### src/rtl/multiciclo_memory_interface_if.sv
// -----------------------------------------------------------------------------
// multiciclo_memory_interface_if
//   Unified instruction/data memory bus between the multicycle memory
//   interface (master) and the variable-latency memory (slave).
//
//   mem_req    master -> slave  access request, held until mem_ready
//   mem_we     master -> slave  1 = write, 0 = read
//   mem_addr   master -> slave  word-aligned byte address (low 2 bits are 0)
//   mem_be     master -> slave  byte enables, bit i covers bits 8i+7..8i
//   mem_wdata  master -> slave  lane-replicated store data
//   mem_ready  slave -> master  write accepted / read data valid
//   mem_rdata  slave -> master  read word
// -----------------------------------------------------------------------------
interface multiciclo_memory_interface_if #(
    parameter int ADDR_WIDTH = 32
);
    logic                  mem_req;
    logic                  mem_we;
    logic [ADDR_WIDTH-1:0] mem_addr;
    logic [3:0]            mem_be;
    logic [31:0]           mem_wdata;
    logic                  mem_ready;
    logic [31:0]           mem_rdata;

    modport master (
        output mem_req, mem_we, mem_addr, mem_be, mem_wdata,
        input  mem_ready, mem_rdata
    );

    modport slave (
        input  mem_req, mem_we, mem_addr, mem_be, mem_wdata,
        output mem_ready, mem_rdata
    );
endinterface

### src/rtl/multiciclo_memory_interface.sv
// -----------------------------------------------------------------------------
// multiciclo_memory_interface
//   Turns the multicycle control unit's ReadMemory/WriteMemory strobes into a
//   single word-aligned bus transaction with byte enables, waits out a
//   variable-latency memory, and returns sign/zero-extended load data.
//   The control FSM holds its state until MemoryDone pulses.
//
//   clock, reset_n     system clock (rising edge), asynchronous active-low reset
//   ReadMemory         read request strobe
//   WriteMemory        write request strobe (wins when both are high)
//   InstructionFetch   forces a 32-bit access, funct3 ignored
//   funct3             access size/sign (LB/LH/LW/LBU/LHU, SB/SH/SW)
//   Address            byte address of the access
//   WriteData          store data (rs2)
//   ReadData           extended load result, held until the next good read
//   MemoryDone         one-cycle completion pulse (success or error)
//   MisalignedError    one-cycle pulse with MemoryDone on a misaligned access
//   BusError           one-cycle pulse with MemoryDone on a bus timeout
//   Busy               high whenever an access is in progress
//   bus                memory bus, master side
// -----------------------------------------------------------------------------
module multiciclo_memory_interface #(
    parameter int ADDR_WIDTH     = 32,
    parameter int TIMEOUT_CYCLES = 255
) (
    input  logic                          clock,
    input  logic                          reset_n,
    input  logic                          ReadMemory,
    input  logic                          WriteMemory,
    input  logic                          InstructionFetch,
    input  logic [2:0]                    funct3,
    input  logic [ADDR_WIDTH-1:0]         Address,
    input  logic [31:0]                   WriteData,
    output logic [31:0]                   ReadData,
    output logic                          MemoryDone,
    output logic                          MisalignedError,
    output logic                          BusError,
    output logic                          Busy,
    multiciclo_memory_interface_if.master bus
);

    typedef enum logic [1:0] {
        S_IDLE  = 2'd0,
        S_CHECK = 2'd1,
        S_WAIT  = 2'd2,
        S_DONE  = 2'd3
    } state_t;

    typedef enum logic [1:0] {
        SZ_BYTE = 2'd0,
        SZ_HALF = 2'd1,
        SZ_WORD = 2'd2,
        SZ_BAD  = 2'd3
    } size_t;

    // The counter only has to reach TIMEOUT_CYCLES-1: the cycle that would
    // make it equal to TIMEOUT_CYCLES is the one that aborts instead.
    localparam int CNT_W   = (TIMEOUT_CYCLES < 2) ? 1 : $clog2(TIMEOUT_CYCLES);
    localparam int TO_LAST = (TIMEOUT_CYCLES == 0) ? 0 : TIMEOUT_CYCLES - 1;

    state_t                state_q,  state_d;
    logic [ADDR_WIDTH-1:0] addr_q,   addr_d;
    logic [2:0]            f3_q,     f3_d;
    logic [31:0]           wdata_q,  wdata_d;
    logic                  ifetch_q, ifetch_d;
    logic                  write_q,  write_d;
    logic [CNT_W-1:0]      cnt_q,    cnt_d;
    logic [31:0]           rdata_q,  rdata_d;
    logic                  mis_q,    mis_d;
    logic                  buserr_q, buserr_d;

    size_t       size;
    logic [1:0]  offset;
    logic        misaligned;
    logic [3:0]  be_c;
    logic [31:0] wdata_c;
    logic [31:0] load_c;
    logic [7:0]  byte_lane;
    logic [15:0] half_lane;
    logic        in_wait;

    // ------------------------------------------------------------------
    // Access decode from the values latched in IDLE
    // ------------------------------------------------------------------
    assign offset = addr_q[1:0];

    always_comb begin
        // NOTE: every signal written here gets a default first, so no path
        // leaves one unassigned and no latch is inferred.
        size       = SZ_WORD;
        misaligned = 1'b0;
        be_c       = 4'b1111;
        wdata_c    = wdata_q;

        if (!ifetch_q) begin
            case (f3_q[1:0])
                2'b00:   size = SZ_BYTE;
                2'b01:   size = SZ_HALF;
                2'b10:   size = SZ_WORD;
                default: size = SZ_BAD;
            endcase
        end

        case (size)
            SZ_BYTE: begin
                be_c    = 4'b0001 << offset;
                wdata_c = {4{wdata_q[7:0]}};
            end
            SZ_HALF: begin
                misaligned = offset[0];
                be_c       = offset[1] ? 4'b1100 : 4'b0011;
                wdata_c    = {2{wdata_q[15:0]}};
            end
            SZ_WORD: begin
                misaligned = (offset != 2'b00);
            end
            default: begin
                misaligned = 1'b1;
            end
        endcase
    end

    // ------------------------------------------------------------------
    // Load extraction and extension from the returned word
    // ------------------------------------------------------------------
    always_comb begin
        byte_lane = bus.mem_rdata[7:0];
        case (offset)
            2'd1:    byte_lane = bus.mem_rdata[15:8];
            2'd2:    byte_lane = bus.mem_rdata[23:16];
            2'd3:    byte_lane = bus.mem_rdata[31:24];
            default: byte_lane = bus.mem_rdata[7:0];
        endcase
        half_lane = offset[1] ? bus.mem_rdata[31:16] : bus.mem_rdata[15:0];

        case (size)
            SZ_BYTE: load_c = f3_q[2] ? {24'h0, byte_lane}
                                      : {{24{byte_lane[7]}}, byte_lane};
            SZ_HALF: load_c = f3_q[2] ? {16'h0, half_lane}
                                      : {{16{half_lane[15]}}, half_lane};
            default: load_c = bus.mem_rdata;
        endcase
    end

    // ------------------------------------------------------------------
    // Next-state logic
    // ------------------------------------------------------------------
    always_comb begin
        state_d  = state_q;
        addr_d   = addr_q;
        f3_d     = f3_q;
        wdata_d  = wdata_q;
        ifetch_d = ifetch_q;
        write_d  = write_q;
        cnt_d    = cnt_q;
        rdata_d  = rdata_q;
        mis_d    = mis_q;
        buserr_d = buserr_q;

        case (state_q)
            S_IDLE: begin
                if (ReadMemory || WriteMemory) begin
                    addr_d   = Address;
                    f3_d     = funct3;
                    wdata_d  = WriteData;
                    ifetch_d = InstructionFetch;
                    write_d  = WriteMemory;
                    mis_d    = 1'b0;
                    buserr_d = 1'b0;
                    state_d  = S_CHECK;
                end
            end

            S_CHECK: begin
                if (misaligned) begin
                    mis_d   = 1'b1;
                    state_d = S_DONE;
                end else begin
                    cnt_d   = '0;
                    state_d = S_WAIT;
                end
            end

            S_WAIT: begin
                if (bus.mem_ready) begin
                    if (!write_q) begin
                        rdata_d = load_c;
                    end
                    state_d = S_DONE;
                end else if ((TIMEOUT_CYCLES != 0) && (cnt_q == CNT_W'(TO_LAST))) begin
                    buserr_d = 1'b1;
                    state_d  = S_DONE;
                end else begin
                    cnt_d = cnt_q + CNT_W'(1);
                end
            end

            S_DONE: begin
                // Strobes are not looked at here, so a strobe the control
                // still holds during this cycle cannot restart an access.
                mis_d    = 1'b0;
                buserr_d = 1'b0;
                state_d  = S_IDLE;
            end

            default: state_d = S_IDLE;
        endcase
    end

    // ------------------------------------------------------------------
    // State register
    // ------------------------------------------------------------------
    always_ff @(posedge clock or negedge reset_n) begin
        if (!reset_n) begin
            state_q  <= S_IDLE;
            addr_q   <= '0;
            f3_q     <= '0;
            wdata_q  <= '0;
            ifetch_q <= 1'b0;
            write_q  <= 1'b0;
            cnt_q    <= '0;
            rdata_q  <= '0;
            mis_q    <= 1'b0;
            buserr_q <= 1'b0;
        end else begin
            // NOTE: non-blocking assignments so every register updates from
            // the values of the previous cycle, regardless of statement order.
            state_q  <= state_d;
            addr_q   <= addr_d;
            f3_q     <= f3_d;
            wdata_q  <= wdata_d;
            ifetch_q <= ifetch_d;
            write_q  <= write_d;
            cnt_q    <= cnt_d;
            rdata_q  <= rdata_d;
            mis_q    <= mis_d;
            buserr_q <= buserr_d;
        end
    end

    // ------------------------------------------------------------------
    // Outputs: decoded straight from registers, so an asynchronous reset
    // drops mem_req in the same cycle and no MemoryDone can follow.
    // ------------------------------------------------------------------
    assign in_wait = (state_q == S_WAIT);

    assign bus.mem_req   = in_wait;
    assign bus.mem_we    = in_wait & write_q;
    assign bus.mem_addr  = in_wait ? {addr_q[ADDR_WIDTH-1:2], 2'b00} : '0;
    assign bus.mem_be    = in_wait ? be_c : 4'b0000;
    assign bus.mem_wdata = in_wait ? wdata_c : 32'h0;

    assign ReadData        = rdata_q;
    assign MemoryDone      = (state_q == S_DONE);
    assign MisalignedError = (state_q == S_DONE) & mis_q;
    assign BusError        = (state_q == S_DONE) & buserr_q;
    assign Busy            = (state_q != S_IDLE);

endmodule

### src/flat_wrapper.sv
// flat-port wrapper written by rule: the top's interface ports become plain ports
module multiciclo_memory_interface_flat 
#(
    parameter int ADDR_WIDTH     = 32,
    parameter int TIMEOUT_CYCLES = 255
)
  (clock, reset_n, ReadMemory, WriteMemory, InstructionFetch, funct3, Address, WriteData, ReadData, MemoryDone, MisalignedError, BusError, Busy, bus_mem_req, bus_mem_we, bus_mem_addr, bus_mem_be, bus_mem_wdata, bus_mem_ready, bus_mem_rdata);
  multiciclo_memory_interface_if #(.ADDR_WIDTH(ADDR_WIDTH)) bus_i ();
  input  logic clock;
  input  logic reset_n;
  input  logic ReadMemory;
  input  logic WriteMemory;
  input  logic InstructionFetch;
  input  logic [2:0] funct3;
  input  logic [ADDR_WIDTH-1:0] Address;
  input  logic [31:0] WriteData;
  output logic [31:0] ReadData;
  output logic MemoryDone;
  output logic MisalignedError;
  output logic BusError;
  output logic Busy;
  output wire logic [$bits(bus_i.mem_req)-1:0] bus_mem_req;
  output wire logic [$bits(bus_i.mem_we)-1:0] bus_mem_we;
  output wire logic [$bits(bus_i.mem_addr)-1:0] bus_mem_addr;
  output wire logic [$bits(bus_i.mem_be)-1:0] bus_mem_be;
  output wire logic [$bits(bus_i.mem_wdata)-1:0] bus_mem_wdata;
  input wire logic [$bits(bus_i.mem_ready)-1:0] bus_mem_ready;
  input wire logic [$bits(bus_i.mem_rdata)-1:0] bus_mem_rdata;
  assign bus_mem_req = bus_i.mem_req;
  assign bus_mem_we = bus_i.mem_we;
  assign bus_mem_addr = bus_i.mem_addr;
  assign bus_mem_be = bus_i.mem_be;
  assign bus_mem_wdata = bus_i.mem_wdata;
  assign bus_i.mem_ready = bus_mem_ready;
  assign bus_i.mem_rdata = bus_mem_rdata;
  multiciclo_memory_interface #(.ADDR_WIDTH(ADDR_WIDTH), .TIMEOUT_CYCLES(TIMEOUT_CYCLES)) u_core (.clock(clock), .reset_n(reset_n), .ReadMemory(ReadMemory), .WriteMemory(WriteMemory), .InstructionFetch(InstructionFetch), .funct3(funct3), .Address(Address), .WriteData(WriteData), .ReadData(ReadData), .MemoryDone(MemoryDone), .MisalignedError(MisalignedError), .BusError(BusError), .Busy(Busy), .bus(bus_i));
endmodule
### config.mk
export PLATFORM = sky130hd
export DESIGN_NAME = multiciclo_memory_interface_flat
export DESIGN_NICKNAME = d
export VERILOG_FILES = /design/src/rtl/multiciclo_memory_interface_if.sv /design/src/rtl/multiciclo_memory_interface.sv /design/src/flat_wrapper.sv
export SDC_FILE = /design/constraint.sdc
export NUM_CORES = 1
export LEC_CHECK = 0
export ABC_AREA = 1
export CAP_MARGIN = 10
export CORE_UTILIZATION = 35
export CTS_CLUSTER_DIAMETER = 100
export DETAILED_ROUTE_END_ITERATION = 10
export PLACE_DENSITY_LB_ADDON = 0.1
export RECOVER_POWER = 100
export SETUP_SLACK_MARGIN = 0.1
export SKIP_CTS_REPAIR_TIMING = 1
export SLEW_MARGIN = 40
export SYNTH_ARGS = -nofsm -noshare
export SYNTH_HDL_FRONTEND = slang
export SYNTH_SLANG_ARGS = --single-unit
### constraint.sdc
create_clock -name clock -period 1.8 [get_ports clock]
set_input_delay 0.36 -clock clock [delete_from_list [all_inputs] [get_ports clock]]
set_output_delay 0.36 -clock clock [all_outputs]
set_load 0.01 [all_outputs]
==> results_dict.tcl, run 1 <==
set metrics [dict create \
    outcome "complete, but fails checks" \
    violations "setup timing" \
    drtIter0Drc 332 \
    cts.sinks 113 \
    crit_required_ns 1.44 \
    post_drt_wl_per_cell_um 14.7 \
    coreArea_mm2 0.0174 \
    synth-xor-area-share_pct 0.563 \
    top_usage_layer "met2" \
    start_util_pct 35.9 \
    synth-main-ff-cell "dfrtp_1" \
    skew_ns 0.00591 \
    yosysMostFrequentCell "nand2_1" \
    cp.arrival_ns 1.79 \
    place_inst 1371 \
    worstSetupStartpointType "flop" \
    fin_cells 1452 \
    grt_antenna_before_repair 0 \
    synth-simple-area-share_pct 37.2 \
    fp.dieW_um 135 \
    fmax_ghz 0.466 \
    syn_inst 904 \
    finalHoldViolCount 0 \
    routed_wl_um 21400 \
    track_usage_pct 22.9 \
    yosysWarnings 0 \
    die_h_um 135 \
    rows 48 \
    overflow 0 \
    area_growth_pct 73.5 \
    ys_types 32 \
    drv_slew 0 \
    root_buffer "clkbuf_16" \
    synth-seq-area-share_pct 45.4 \
    design_area_mm2 0.0108 \
    ant_nets 0 \
    place_ws_ns -0.357 \
    placed_cell_area_mm2 0.00920 \
    synth-compound-area-share_pct 6.27 \
    layout_setup_ws_ns -0.347 \
    use_met2_pct 37.0 \
    cts_tree "done" \
    synthAdderAreaFrac_pct 1.21 \
    setup_violations 156 \
    worst_pin_slew_ns 0.813 \
    powerDensity_mw_per_mm2 1840 \
    ys_ff_latch 113 \
    grt_pass1_wl_um 32000 \
    grt_max_degree 33 \
    cp-end-kind "output port" \
    netlist_area_mm2 0.00622 \
    worst-setup-path-type "reg -> out" \
    drc 0 \
    clock_path_buffers 2 \
    async_flop_share_pct 100 \
    grt_util_met3_pct 6.14 \
    drive_above_1_share_pct 32.9 \
    firstDrtPassIters 5 \
    worstPathMaxFanout 8 \
    synthDominantAreaCellType "dfrtp_1" \
    synth_top_family_by_area "simple AND/OR/NAND/NOR gates" \
    synth_area_leaders "dfrtp_1, nand2_1, inv_1, nand3_1, nor2_1" \
    fin_total_pwr_mw 19.8 \
    leakagePower_nw 5.78 \
    clock_latency_ns 0.42 \
    max_cap_viol_count 0 \
    diodes 0 \
    worst_ir_drop_vdd_mv 0.971 \
    fill_cells 1602 \
    yosysTopAreaCellShare_pct 45.4 \
    pin_count 211 \
    rsz0062_at_grt "yes" \
    postSynthAreaPerCell_um2 6.89 \
    numCtsBuffers 17 \
    place.gp.congestion 0.865 \
    hold_path_class "reg -> reg" \
    post-dp-hpwl_um 14800 \
    synthMuxAreaShare_pct 0 \
    synth_edf_count 0 \
    clk_pin_slew_worst_paths_ns 0.05 \
    die_area_mm2 0.0183 \
    slew-limit-headroom_pct 45.8 \
    grt_pass1_vias 6121 \
    fin_nets 1325 \
    ys_top_cells_by_count "nand2_1, dfrtp_1, inv_1, nor2_1, nand3_1" \
    vias_per_cell 4.61 \
    fin_crit_ns 2.15 \
    globalRouteMet1Util_pct 29.8 \
    cts_max_level 4 \
    finalCritPeriodShare_pct 119 \
    place.port_buffers 208 \
    num_vias 6698 \
]
[cells in the final DEF, fill, tap and decap left out, types with 8 or more instances in the layout]
master / Yosys / final
a21oi_1: 34 / 27
buf_12: 0 / 13
buf_2: 10 / 21
buf_4: 3 / 60
buf_6: 1 / 71
clkbuf_16: 0 / 20
clkbuf_2: 0 / 12
clkdlybuf4s50_1: 0 / 121
dfrtp_1: 113 / 113
dlygate4sd3_1: 0 / 15
inv_1: 94 / 45
inv_2: 7 / 52
nand2_1: 397 / 333
nand2_2: 2 / 39
nand2_4: 0 / 27
nand3_1: 53 / 51
nor2_1: 70 / 65
nor3_4: 0 / 8
o211ai_1: 8 / 8
o21ai_0: 23 / 21
or2_4: 0 / 23
[path summary, 6_finish.rpt]
path | startpoint | to | slack (ns) | cells after the start
max in group asynchronous | reset_n | u_core.wdata_q[13]$_DFFE_PN0P_ | 0.19 | 3
worst max register to register | u_core.state_q[0]$_DFFE_PN0P_ | u_core.ReadData[29]$_DFFE_PN0P_ | -0.12 | 11
worst min register to register | u_core.ReadData[3]$_DFFE_PN0P_ | u_core.ReadData[3]$_DFFE_PN0P_ | 0.47 | 2
min in group asynchronous | reset_n | u_core.cnt_q[7]$_DFFE_PN0P_ | 0.58 | 2
worst min-delay path | u_core.ReadData[3]$_DFFE_PN0P_ | u_core.ReadData[3]$_DFFE_PN0P_ | 0.47 | 2
worst max-delay path | u_core.f3_q[1]$_DFFE_PN0P_ | bus_mem_wdata[11] | -0.35 | 8
[logic make-up after synthesis]
family                     count (synthesis)
DFF                                      113
buffers and inverters                    145
adders and majority gates                  6
and+or+nand+nor                          564
xor gates and xnor gates                   4
other                                      1
AOI/OAI and AO/OA                         71
[critical path, stage by stage, from the launching register on]
cell and delay (ns):
dfrtp_1 0.42, nor2_4 0.22, inv_4 0.09, nor2_1 0.10, buf_4 0.14, nand2_1 0.05
o211ai_1 0.10, nor2_1 0.07, dlymetal6s2s_1 0.17
[through the flow]
step           setup TNS, ns  hold WS, ns  util, %
5_1_grt               -37.35        0.469     62.2
3_3_place_gp          -23.93        0.353     53.0
6_report              -19.29        0.470     62.2
3_5_place_dp          -24.85        0.351     53.0
4_1_cts               -58.20      -0.0978     56.4
2_1_floorplan              0       0.0644        -
[per-layer routing]
metal  wire (um)  up-vias  part of all wire [%]
met3        1270       21                   5.9
met1        9450     3115                    44
li1            -     3371                     -
met4         310        0                   1.5
met2       10300      191                    48
met5           0        -                     0
[final cells by class]
class	instances	area [um2]	area share (%)
Sequential cell	113	2830	26.2
Clock inverter	14	166	1.54
Tap cell	225	282	2.61
Inverter	102	412	3.81
Timing Repair Buffer	333	3300	30.5
Multi-Input combinational cell	647	3390	31.4
Clock buffer	18	429	3.97
[flip-flops by register name, indices dropped and copies added (netlist names)]
register         count
u_core.ifetch_q      1
u_core.wdata_q      32
u_core.mis_q         1
u_core.state_q       2
u_core.ReadData     32
u_core.cnt_q         8
u_core.write_q       1
u_core.buserr_q      1
u_core.f3_q          3
u_core.addr_q       32
[power breakdown]
group,total (mW),switching [mW],internal (mW)
registers,4.61,0.886,3.73
clock network,3.39,1.23,2.17
logic,11.8,5.99,5.83
total,19.8,8.10,11.7
(Power assumes the default switching activity.)
==> run 2: changes to the inputs <==
--- a/config.mk
+++ b/config.mk
@@ -10,6 +10,7 @@
 export CORE_UTILIZATION = 35
 export CTS_CLUSTER_DIAMETER = 100
 export DETAILED_ROUTE_END_ITERATION = 10
+export HOLD_SLACK_MARGIN = 0.06
 export PLACE_DENSITY_LB_ADDON = 0.1
 export RECOVER_POWER = 100
 export SETUP_SLACK_MARGIN = 0.1
==> results of run 2 <==
Final layout, timing and power as in run 1 (identical DEF).
==> run 3: changes to the inputs <==
--- a/config.mk
+++ b/config.mk
@@ -11,11 +11,11 @@
 export CTS_CLUSTER_DIAMETER = 100
 export DETAILED_ROUTE_END_ITERATION = 10
 export HOLD_SLACK_MARGIN = 0.06
-export PLACE_DENSITY_LB_ADDON = 0.1
+export PLACE_DENSITY = 0.67
 export RECOVER_POWER = 100
 export SETUP_SLACK_MARGIN = 0.1
 export SKIP_CTS_REPAIR_TIMING = 1
-export SLEW_MARGIN = 40
+export SLEW_MARGIN = 20
 export SYNTH_ARGS = -nofsm -noshare
 export SYNTH_HDL_FRONTEND = slang
 export SYNTH_SLANG_ARGS = --single-unit
==> run 3 against run 2 <==
The flow still finishes with violations (setup timing). Global-route usage barely moved. First-iteration DRC count is 18% higher. Design area decreased by 3.5%. Cell count decreased by 1.9%. Sequential share of layout area is 0.97 points higher. Utilization shrank 2.2 points. Critical path type unchanged. Largest power group unchanged. Critical path depth unchanged. Combinational power fell by 8%. Sequential cell count did not move. Register-to-register slack lost 0.05 ns. Critical endpoint is now bus_mem_wdata[9].
==> results_dict.tcl, run 3 (synthesis results as in run 1) <==
set metrics [dict create \
    cts.sinks 113 \
    worst_pin_slew_ns 1.05 \
    coreArea_mm2 0.0174 \
    mostFrequentLayoutCell "nand2_1" \
    drc 0 \
    start_util_pct 35.9 \
    cts_tree "done" \
    finalCritPeriodShare_pct 121 \
    grt_antenna_before_repair 0 \
    reg2reg_depth 10 \
    worstPathMaxFanout 15 \
    powerDensity_mw_per_mm2 1840 \
    place.port_buffers 208 \
    firstDrtPassIters 5 \
    slew-limit-headroom_pct 30.3 \
    post-dp-hpwl_um 14500 \
    fin_nets 1298 \
    fin_crit_ns 2.17 \
    area_growth_pct 67.5 \
    crit_required_ns 1.44 \
    finish.utilization_pct 60.1 \
    grt_max_degree 80 \
    routed_wl_um 22500 \
    worst_ir_drop_vdd_mv 0.939 \
    rows 48 \
    place.gp.congestion 0.867 \
    diodes 0 \
    clk_pin_slew_worst_paths_ns 0.05 \
    pin_count 211 \
    num_vias 6886 \
    r2r_setup_slack_ns -0.17 \
    grt_pass1_wl_um 32400 \
    drtIter0Drc 393 \
    die_area_mm2 0.0183 \
    root_buffer "clkbuf_16" \
    hold_path_class "in -> async" \
    overflow 0 \
    worstSetupStartpointType "flop" \
    clock_latency_ns 0.41 \
    final_cell_mix "nand2_1, dfrtp_1, clkdlybuf4s50_1" \
    drive_above_1_share_pct 28.7 \
    crit_path_end "bus_mem_wdata[9]" \
    crit_start "u_core.ifetch_q$_DFFE_PN0P_" \
    layout_setup_ws_ns -0.371 \
    fill_cells 1526 \
    track_usage_pct 22.8 \
    cp.arrival_ns 1.81 \
    die_h_um 135 \
    violations "setup timing" \
    max_cap_viol_count 0 \
    post_drt_wl_per_cell_um 15.8 \
    outcome "complete, but fails checks" \
    clock_path_buffers 2 \
    fp.dieW_um 135 \
    cts_max_level 4 \
    ant_nets 0 \
    grt_pass1_vias 6421 \
    fin_total_pwr_mw 19.2 \
    finalHoldViolCount 0 \
    worst-setup-path-type "reg -> out" \
    r2r-end "u_core.ReadData[24]$_DFFE_PN0P_" \
    drv_slew 0 \
    vias_per_cell 4.83 \
    rr_startpoint "u_core.state_q[1]$_DFFE_PN0P_" \
    rsz0062_at_grt "yes" \
    setup_violations 95 \
    fmax_ghz 0.461 \
    leakagePower_nw 5.60 \
    cp-end-kind "output port" \
    skew_ns 0.00751 \
    numCtsBuffers 17 \
]
-- run 3: power by group --
group          internal (mW)  switching [mW]
registers               3.73           0.951
logic                   5.03            5.87
clock network           2.35            1.22
total                   11.1            8.04
-- run 3: worst min path at each step --
stage	from	to	slack, ns	cells past startpoint
2_1_floorplan	reset_n	u_core.ReadData[0]$_DFFE_PN0P_	0.06	0
3_3_place_gp	reset_n	u_core.ReadData[1]$_DFFE_PN0P_	0.17	1
3_5_place_dp	reset_n	u_core.ReadData[1]$_DFFE_PN0P_	0.16	1
4_1_cts	reset_n	u_core.ReadData[1]$_DFFE_PN0P_	-0.27	1
5_1_grt	reset_n	u_core.ReadData[1]$_DFFE_PN0P_	0.32	2
6_report	reset_n	u_core.ReadData[1]$_DFFE_PN0P_	0.29	2
-- run 3: layer usage --
| metal | track usage, % | up-vias | part of all wire (%) |
|---|---|---|---|
| li1 | - | 3326 | - |
| met1 | 29.3 | 3260 | 42 |
| met2 | 36.8 | 270 | 49 |
| met3 | 6.43 | 30 | 8.1 |
| met4 | 7.93 | 0 | 1.5 |
| met5 | 0 | - | 0 |
-- run 3: layout make-up --
type	count	area (um2)	area share (%)
Sequential cell	113	2830	27.1
Timing Repair inverter	1	8.76	0.0840
Tap cell	225	282	2.70
Inverter	102	403	3.86
Timing Repair Buffer	303	2990	28.6
Multi-Input combinational cell	649	3300	31.7
Clock buffer	22	454	4.36
Clock inverter	10	159	1.52
-- run 3: through the flow --
step | instance area, um2 | hold slack (ns) | cells | setup TNS, ns | setup slack, ns
final | 10400 | 0.293 | 1425 | -18.57 | -0.371
after global routing | 10400 | 0.317 | 1425 | -27.52 | -0.457
after CTS | 9660 | -0.273 | 1387 | -52.80 | -0.765
after detailed placement | 9050 | 0.164 | 1355 | -19.60 | -0.302
after global placement | 9050 | 0.167 | 1355 | -16.75 | -0.274
after floorplan | 6360 | 0.0644 | 905 | 0 | 0.107
-- run 3: critical path, cell delays in order (launching register included) --
cell      delay, ns
dfrtp_1        0.42
inv_2          0.09
nand2_2        0.07
nor2_4         0.13
buf_6          0.13
inv_6          0.06
o211ai_1       0.27
nor2_1         0.08
buf_2          0.15
